**src/rtl/uart_tx_fifo.sv**
```systemverilog
// Parametrised UART transmitter with a small TX FIFO, programmable bit time,
// optional even/odd parity and one or two stop bits.
module uart_tx_fifo #(
    parameter int DATA_W       = 8,
    parameter int CLKS_PER_BIT = 16,
    parameter int FIFO_DEPTH   = 4
) (
    input  logic                              clk,
    input  logic                              rst_n,
    input  logic                              tx_start,
    input  logic [DATA_W-1:0]                 data_in,
    input  logic                              parity_en,
    input  logic                              even_parity,
    input  logic                              two_stop,
    output logic                              tx,
    output logic                              tx_busy,
    output logic                              fifo_full,
    output logic                              fifo_empty,
    output logic [$clog2(FIFO_DEPTH+1)-1:0]   fifo_level,
    output logic                              overflow
);

    localparam int AW = $clog2(FIFO_DEPTH);
    localparam int LW = $clog2(FIFO_DEPTH + 1);
    localparam int BW = $clog2(CLKS_PER_BIT);

    localparam logic [2:0] S_IDLE   = 3'd0;
    localparam logic [2:0] S_START  = 3'd1;
    localparam logic [2:0] S_DATA   = 3'd2;
    localparam logic [2:0] S_PARITY = 3'd3;
    localparam logic [2:0] S_STOP   = 3'd4;

    logic [DATA_W-1:0] r_mem [FIFO_DEPTH];
    logic [AW-1:0]     r_wptr;
    logic [AW-1:0]     r_rptr;
    logic [LW-1:0]     r_level;
    logic              r_overflow;

    logic [2:0]        r_state;
    logic [BW-1:0]     r_baud;
    logic [3:0]        r_bit;
    logic [DATA_W-1:0] r_shift;
    logic              r_par_bit;
    logic              r_par_en;
    logic              r_two_stop;
    logic              r_tx;

    logic              w_full;
    logic              w_empty;
    logic              w_push;
    logic              w_pop;
    logic              w_baud_end;
    logic              w_last_stop;
    logic [DATA_W-1:0] w_head;

    // Full uses the registered level, so a same-edge pop never frees room for a write
    assign w_full      = (r_level == LW'(FIFO_DEPTH));
    assign w_empty     = (r_level == '0);
    assign w_push      = tx_start & ~w_full;
    assign w_baud_end  = (r_baud == BW'(CLKS_PER_BIT - 1));
    assign w_last_stop = (r_state == S_STOP) & w_baud_end & (~r_two_stop | r_bit[0]);
    assign w_pop       = ~w_empty & ((r_state == S_IDLE) | w_last_stop);
    assign w_head      = r_mem[r_rptr];

    always_ff @(posedge clk) begin
        if (w_push) begin
            r_mem[r_wptr] <= data_in;
        end
    end

    always_ff @(posedge clk or negedge rst_n) begin
        if (!rst_n) begin
            r_wptr     <= '0;
            r_rptr     <= '0;
            r_level    <= '0;
            r_overflow <= 1'b0;
        end else begin
            r_overflow <= tx_start & w_full;
            if (w_push) begin
                r_wptr <= r_wptr + AW'(1);
            end
            if (w_pop) begin
                r_rptr <= r_rptr + AW'(1);
            end
            case ({w_push, w_pop})
                2'b10:   r_level <= r_level + LW'(1);
                2'b01:   r_level <= r_level - LW'(1);
                default: r_level <= r_level;
            endcase
        end
    end

    always_ff @(posedge clk or negedge rst_n) begin
        if (!rst_n) begin
            r_state    <= S_IDLE;
            r_baud     <= '0;
            r_bit      <= '0;
            r_shift    <= '0;
            r_par_bit  <= 1'b0;
            r_par_en   <= 1'b0;
            r_two_stop <= 1'b0;
            r_tx       <= 1'b1;
        end else if (w_pop) begin
            // Pop from IDLE or straight out of the last stop bit (back-to-back frames)
            r_state    <= S_START;
            r_baud     <= '0;
            r_bit      <= '0;
            r_shift    <= w_head;
            r_par_bit  <= (^w_head) ^ ~even_parity;
            r_par_en   <= parity_en;
            r_two_stop <= two_stop;
            r_tx       <= 1'b0;
        end else if (r_state != S_IDLE) begin
            if (!w_baud_end) begin
                r_baud <= r_baud + BW'(1);
            end else begin
                r_baud <= '0;
                case (r_state)
                    S_START: begin
                        r_state <= S_DATA;
                        r_bit   <= '0;
                        r_tx    <= r_shift[0];
                    end
                    S_DATA: begin
                        if (r_bit == 4'(DATA_W - 1)) begin
                            r_bit <= '0;
                            if (r_par_en) begin
                                r_state <= S_PARITY;
                                r_tx    <= r_par_bit;
                            end else begin
                                r_state <= S_STOP;
                                r_tx    <= 1'b1;
                            end
                        end else begin
                            r_bit   <= r_bit + 4'd1;
                            r_shift <= r_shift >> 1;
                            r_tx    <= r_shift[1];
                        end
                    end
                    S_PARITY: begin
                        r_state <= S_STOP;
                        r_bit   <= '0;
                        r_tx    <= 1'b1;
                    end
                    S_STOP: begin
                        if (w_last_stop) begin
                            r_state <= S_IDLE;
                        end else begin
                            r_bit <= r_bit + 4'd1;
                        end
                        r_tx <= 1'b1;
                    end
                    default: begin
                        r_state <= S_IDLE;
                        r_tx    <= 1'b1;
                    end
                endcase
            end
        end
    end

    assign tx         = r_tx;
    assign tx_busy    = (r_state != S_IDLE);
    assign fifo_full  = w_full;
    assign fifo_empty = w_empty;
    assign fifo_level = r_level;
    assign overflow   = r_overflow;

endmodule

```
**config.mk**
```make
export PLATFORM = sky130hd
export DESIGN_NAME = uart_tx_fifo
export DESIGN_NICKNAME = d
export VERILOG_FILES = /design/src/rtl/uart_tx_fifo.sv
export SDC_FILE = /design/constraint.sdc
export NUM_CORES = 1
export LEC_CHECK = 0
export BUFFER_PORTS_ARGS = -buffer_cell sky130_fd_sc_hd__buf_2
export CAP_MARGIN = 10
export CORE_ASPECT_RATIO = 1.75
export CORE_MARGIN = 10
export CORE_UTILIZATION = 30
export CTS_CLUSTER_SIZE = 20
export DETAILED_ROUTE_END_ITERATION = 7
export GPL_TIMING_DRIVEN = 0
export HOLD_SLACK_MARGIN = 0.06
export PLACE_DENSITY_LB_ADDON = 0.15
export SLEW_MARGIN = 20
export SYNTH_ARGS = -nofsm -noshare
export SYNTH_HDL_FRONTEND = slang
export SYNTH_SLANG_ARGS = --single-unit
```
**constraint.sdc**
```tcl
create_clock -name clk -period 5.6 [get_ports clk]
set_clock_uncertainty 0.05 [all_clocks]
set_input_delay 0.84 -clock clk [delete_from_list [all_inputs] [get_ports clk]]
set_output_delay 0.84 -clock clk [all_outputs]
set_load 0.01 [all_outputs]
```
==> key figures <==
Worst setup path
  • Crit-path max FO: 10
  • R2R Setup Slk: 2660 ps
  • Crit-path leading delay family: buffers and inverters
  • Critical Path Source Type: flip-flop
  • CP endpoint kind: flip-flop
  • Slowest stage delay, CP: 370 ps
  • Critical path class: reg2reg
  • Crit path from: r_state[1]
  • Reg2reg start: r_state[1]
  • Slowest CP cell: fa_1
  • Crit path cell chain: buf_2 -> or2_2 -> clkbuf_1 -> nand2b_4 -> a21oi_2 -> buf_4 -> buf_4 -> ha_1 -> inv_1 -> fa_1 -> xor2_1 -> nor2_1 -> xor2_1
  • R2R cell count: 13
  • Reg2reg end: fifo_level[2]
  • WP buf/inv: 5
  • Worst path arrival time: 3140 ps
  • CP endpoint: fifo_level[2]
  • Number of cells on the critical path: 13
  • Worst EP required: 5800 ps

Clock network
  • Post-cts sizing count: 0
  • CTS tree: built
  • # hold bufs at CTS: 0
  • Clk_lat worst skew: 330 ps
  • Clk slew on worst S/H paths: 60 ps
  • # clock sinks: 63
  • Max clock buf depth: 2
  • H-tree Lvls: 3
  • CTS root buf: clkbuf_16
  • Number of CTS-inserted buffers: 9
  • Post-CTS setup buffer count: 0

Cells and area
  • Layout cells sized above 1: 0.280
  • Number of diodes: 0
  • Commonest non-fill, non-tap cell in the layout: edfxtp_1
  • Final nets: 267
  • P&R area growth vs syn: 19.8%
  • Most frequent cells in the layout: 32 x edfxtp_1, 30 x dfrtp_1, 22 x buf_2

Logic synthesis
  • Sequential-to-total area share from yosys stat: 0.584
  • Synthesized flop and latch total: 63
  • Post-synth EDFFs: 32
  • Ys Warns: 0
  • Syn_area_per_cell: 14.0 sq um
  • Post-synth top area cell: edfxtp_1
  • Library cells used by synthesis: 50
  • Mapped Nets: 235
  • Synth top area share: 0.323
  • Post-Synthesis Cell Area: 2980 sq um
  • Most used DFF post-synth: edfxtp_1
  • Synth top area cells: edfxtp_1 32%, dfrtp_1 25%, mux2_2 6.1%
  • Cells after Synth: 213
  • Async S/R FF share, synth: 0.492

Route
  • Antenna-violating nets left: 0
  • DRT Pass-1 Iters: 4
  • Total wire length: 5820 um
  • Vias per cell: 4.62
  • DR iter-0 viols: 53
  • Drt wl/cell: 15.5 um
  • Vias: 1731
  • DRC: 0

Global route
  • Largest net degree at the start of global routing: 32
  • Global-route wire length before repair: 9690 um
  • Antenna violations before repair: 0
  • GRT Total Usage: 0.0900
  • Gr ovfl total: 0
  • Vias in the first global route: 1903

Power
  • Leakage Power: 1.45 nW
  • Max rail drop VDD: 0.217 mV
  • Power per cell area: 397 nW/um^2

Timing
  • Slew margin rel.: 0.504
  • Crit path time final: 2940 ps
  • RSZ-0062 raised after global routing: false
  • Worst slew pin tran: 745 ps
  • Final setup viols: 0
  • TNS Setup: 0 ps
  • Final hold violations: 0
  • Fmax: 340 MHz
  • Worst Setup Slack, final: 2660 ps
  • Max Slew Vio Count: 0
  • Final period util: 0.525

Floorplanning
  • Die ar.: 14500 sq um
  • Die Wd: 95.3 um
  • Core footprint: 9790 sq um
  • Ports: 22
  • Initial core utilization: 0.304
  • Die span in y: 152 um
  • Number of cell rows: 48

Placed design
  • HPWL after DPL: 4260 um
  • Setup Slack @ Placement: 2620 ps
  • I/O Buffers: 21
  • GPL Wtd Cong: 0.729

Run status
  • Status: completed

Worst hold path
  • Hold path cells: 1
  • Min-delay worst type: reg2reg

Run
  • Max cap viols: 0
stage by stage:
| step | utilization | total power, mW | instance area [sq um] | std cells | hold WS [ps] |
|---|---|---|---|---|---|
| floorplan | - | 0.743 | 2980 | 213 | 419 |
| global placement | 0.331 | 0.822 | 3240 | 359 | 435 |
| detailed placement | 0.331 | 0.826 | 3240 | 359 | 446 |
| CTS | 0.364 | 1.44 | 3570 | 375 | 459 |
| global route | 0.364 | 1.49 | 3570 | 375 | 481 |
| finish | 0.364 | 1.42 | 3570 | 375 | 455 |
synth_stat cells (4+ instances only):
| library cell | count |
|---|---|
| a21oi_1 | 4 |
| and3_1 | 7 |
| dfrtp_1 | 30 |
| edfxtp_1 | 32 |
| ha_1 | 7 |
| inv_1 | 13 |
| mux2_2 | 16 |
| mux4_1 | 4 |
| mux4_2 | 4 |
| nand2_1 | 13 |
| nor2_1 | 9 |
| o21ai_0 | 9 |
| xnor2_1 | 8 |
| xor2_1 | 6 |
sequential cells by signal, indices dropped and copies added (netlist names), 2 cells and up:
signal and flops:
fifo_level 3, r_baud 4, r_bit 4, r_mem 32
r_rptr 2, r_shift 8, r_state 3, r_wptr 2
area by class of cell:
cell class / count / area [sq um]
Tap cell: 125 / 156
Timing Repair Buffer: 21 / 105
Clock inverter: 7 / 104
Sequential cell: 63 / 1740
Inverter: 13 / 48.8
Fill cell: 963 / 6220
Multi-Input combinational cell: 130 / 1140
Clock buffer: 9 / 225
Buffer: 7 / 52.6
per-layer routing:
layer  up-vias  wire length [um]  track usage
li1        849                 -            -
met1       856              2310       0.0906
met2        22              3250        0.161
met3         4               175       0.0237
met4         0                82       0.0519
met5         -                 0            0
worst min path at each step:
stage	from	end	slack, ps
4_1_cts	r_shift[3]	r_shift[3]	460
6_report	r_shift[3]	r_shift[3]	460
3_3_place_gp	r_shift[2]	r_shift[2]	440
2_1_floorplan	r_shift[7]	r_shift[7]	420
3_5_place_dp	r_shift[3]	r_shift[3]	450
5_1_grt	r_shift[3]	r_shift[3]	480
cell families after synthesis:
kind of cell | synth area share
adders and majority gates | 0.0362
and+or+nand+nor | 0.0862
DFF | 0.584
buffers and inverters | 0.0341
muxes | 0.136
AOI/OAI and AO/OA | 0.0690
xor gates and xnor gates | 0.0542
power by group:
group | internal [mW] | switching, mW
Sequential | 0.561 | 0.0272
Clock | 0.395 | 0.215
Combinational | 0.0920 | 0.126
Total | 1.05 | 0.368
worst reg2reg max path, stage by stage, from the launching register on:
cell	delay [ps]
dfrtp_1	350
buf_2	160
or2_2	280
clkbuf_1	160
nand2b_4	190
a21oi_2	200
buf_4	230
buf_4	220
ha_1	200
inv_1	60
fa_1	370
xor2_1	150
nor2_1	110
xor2_1	140
(Power assumes the default switching activity.)
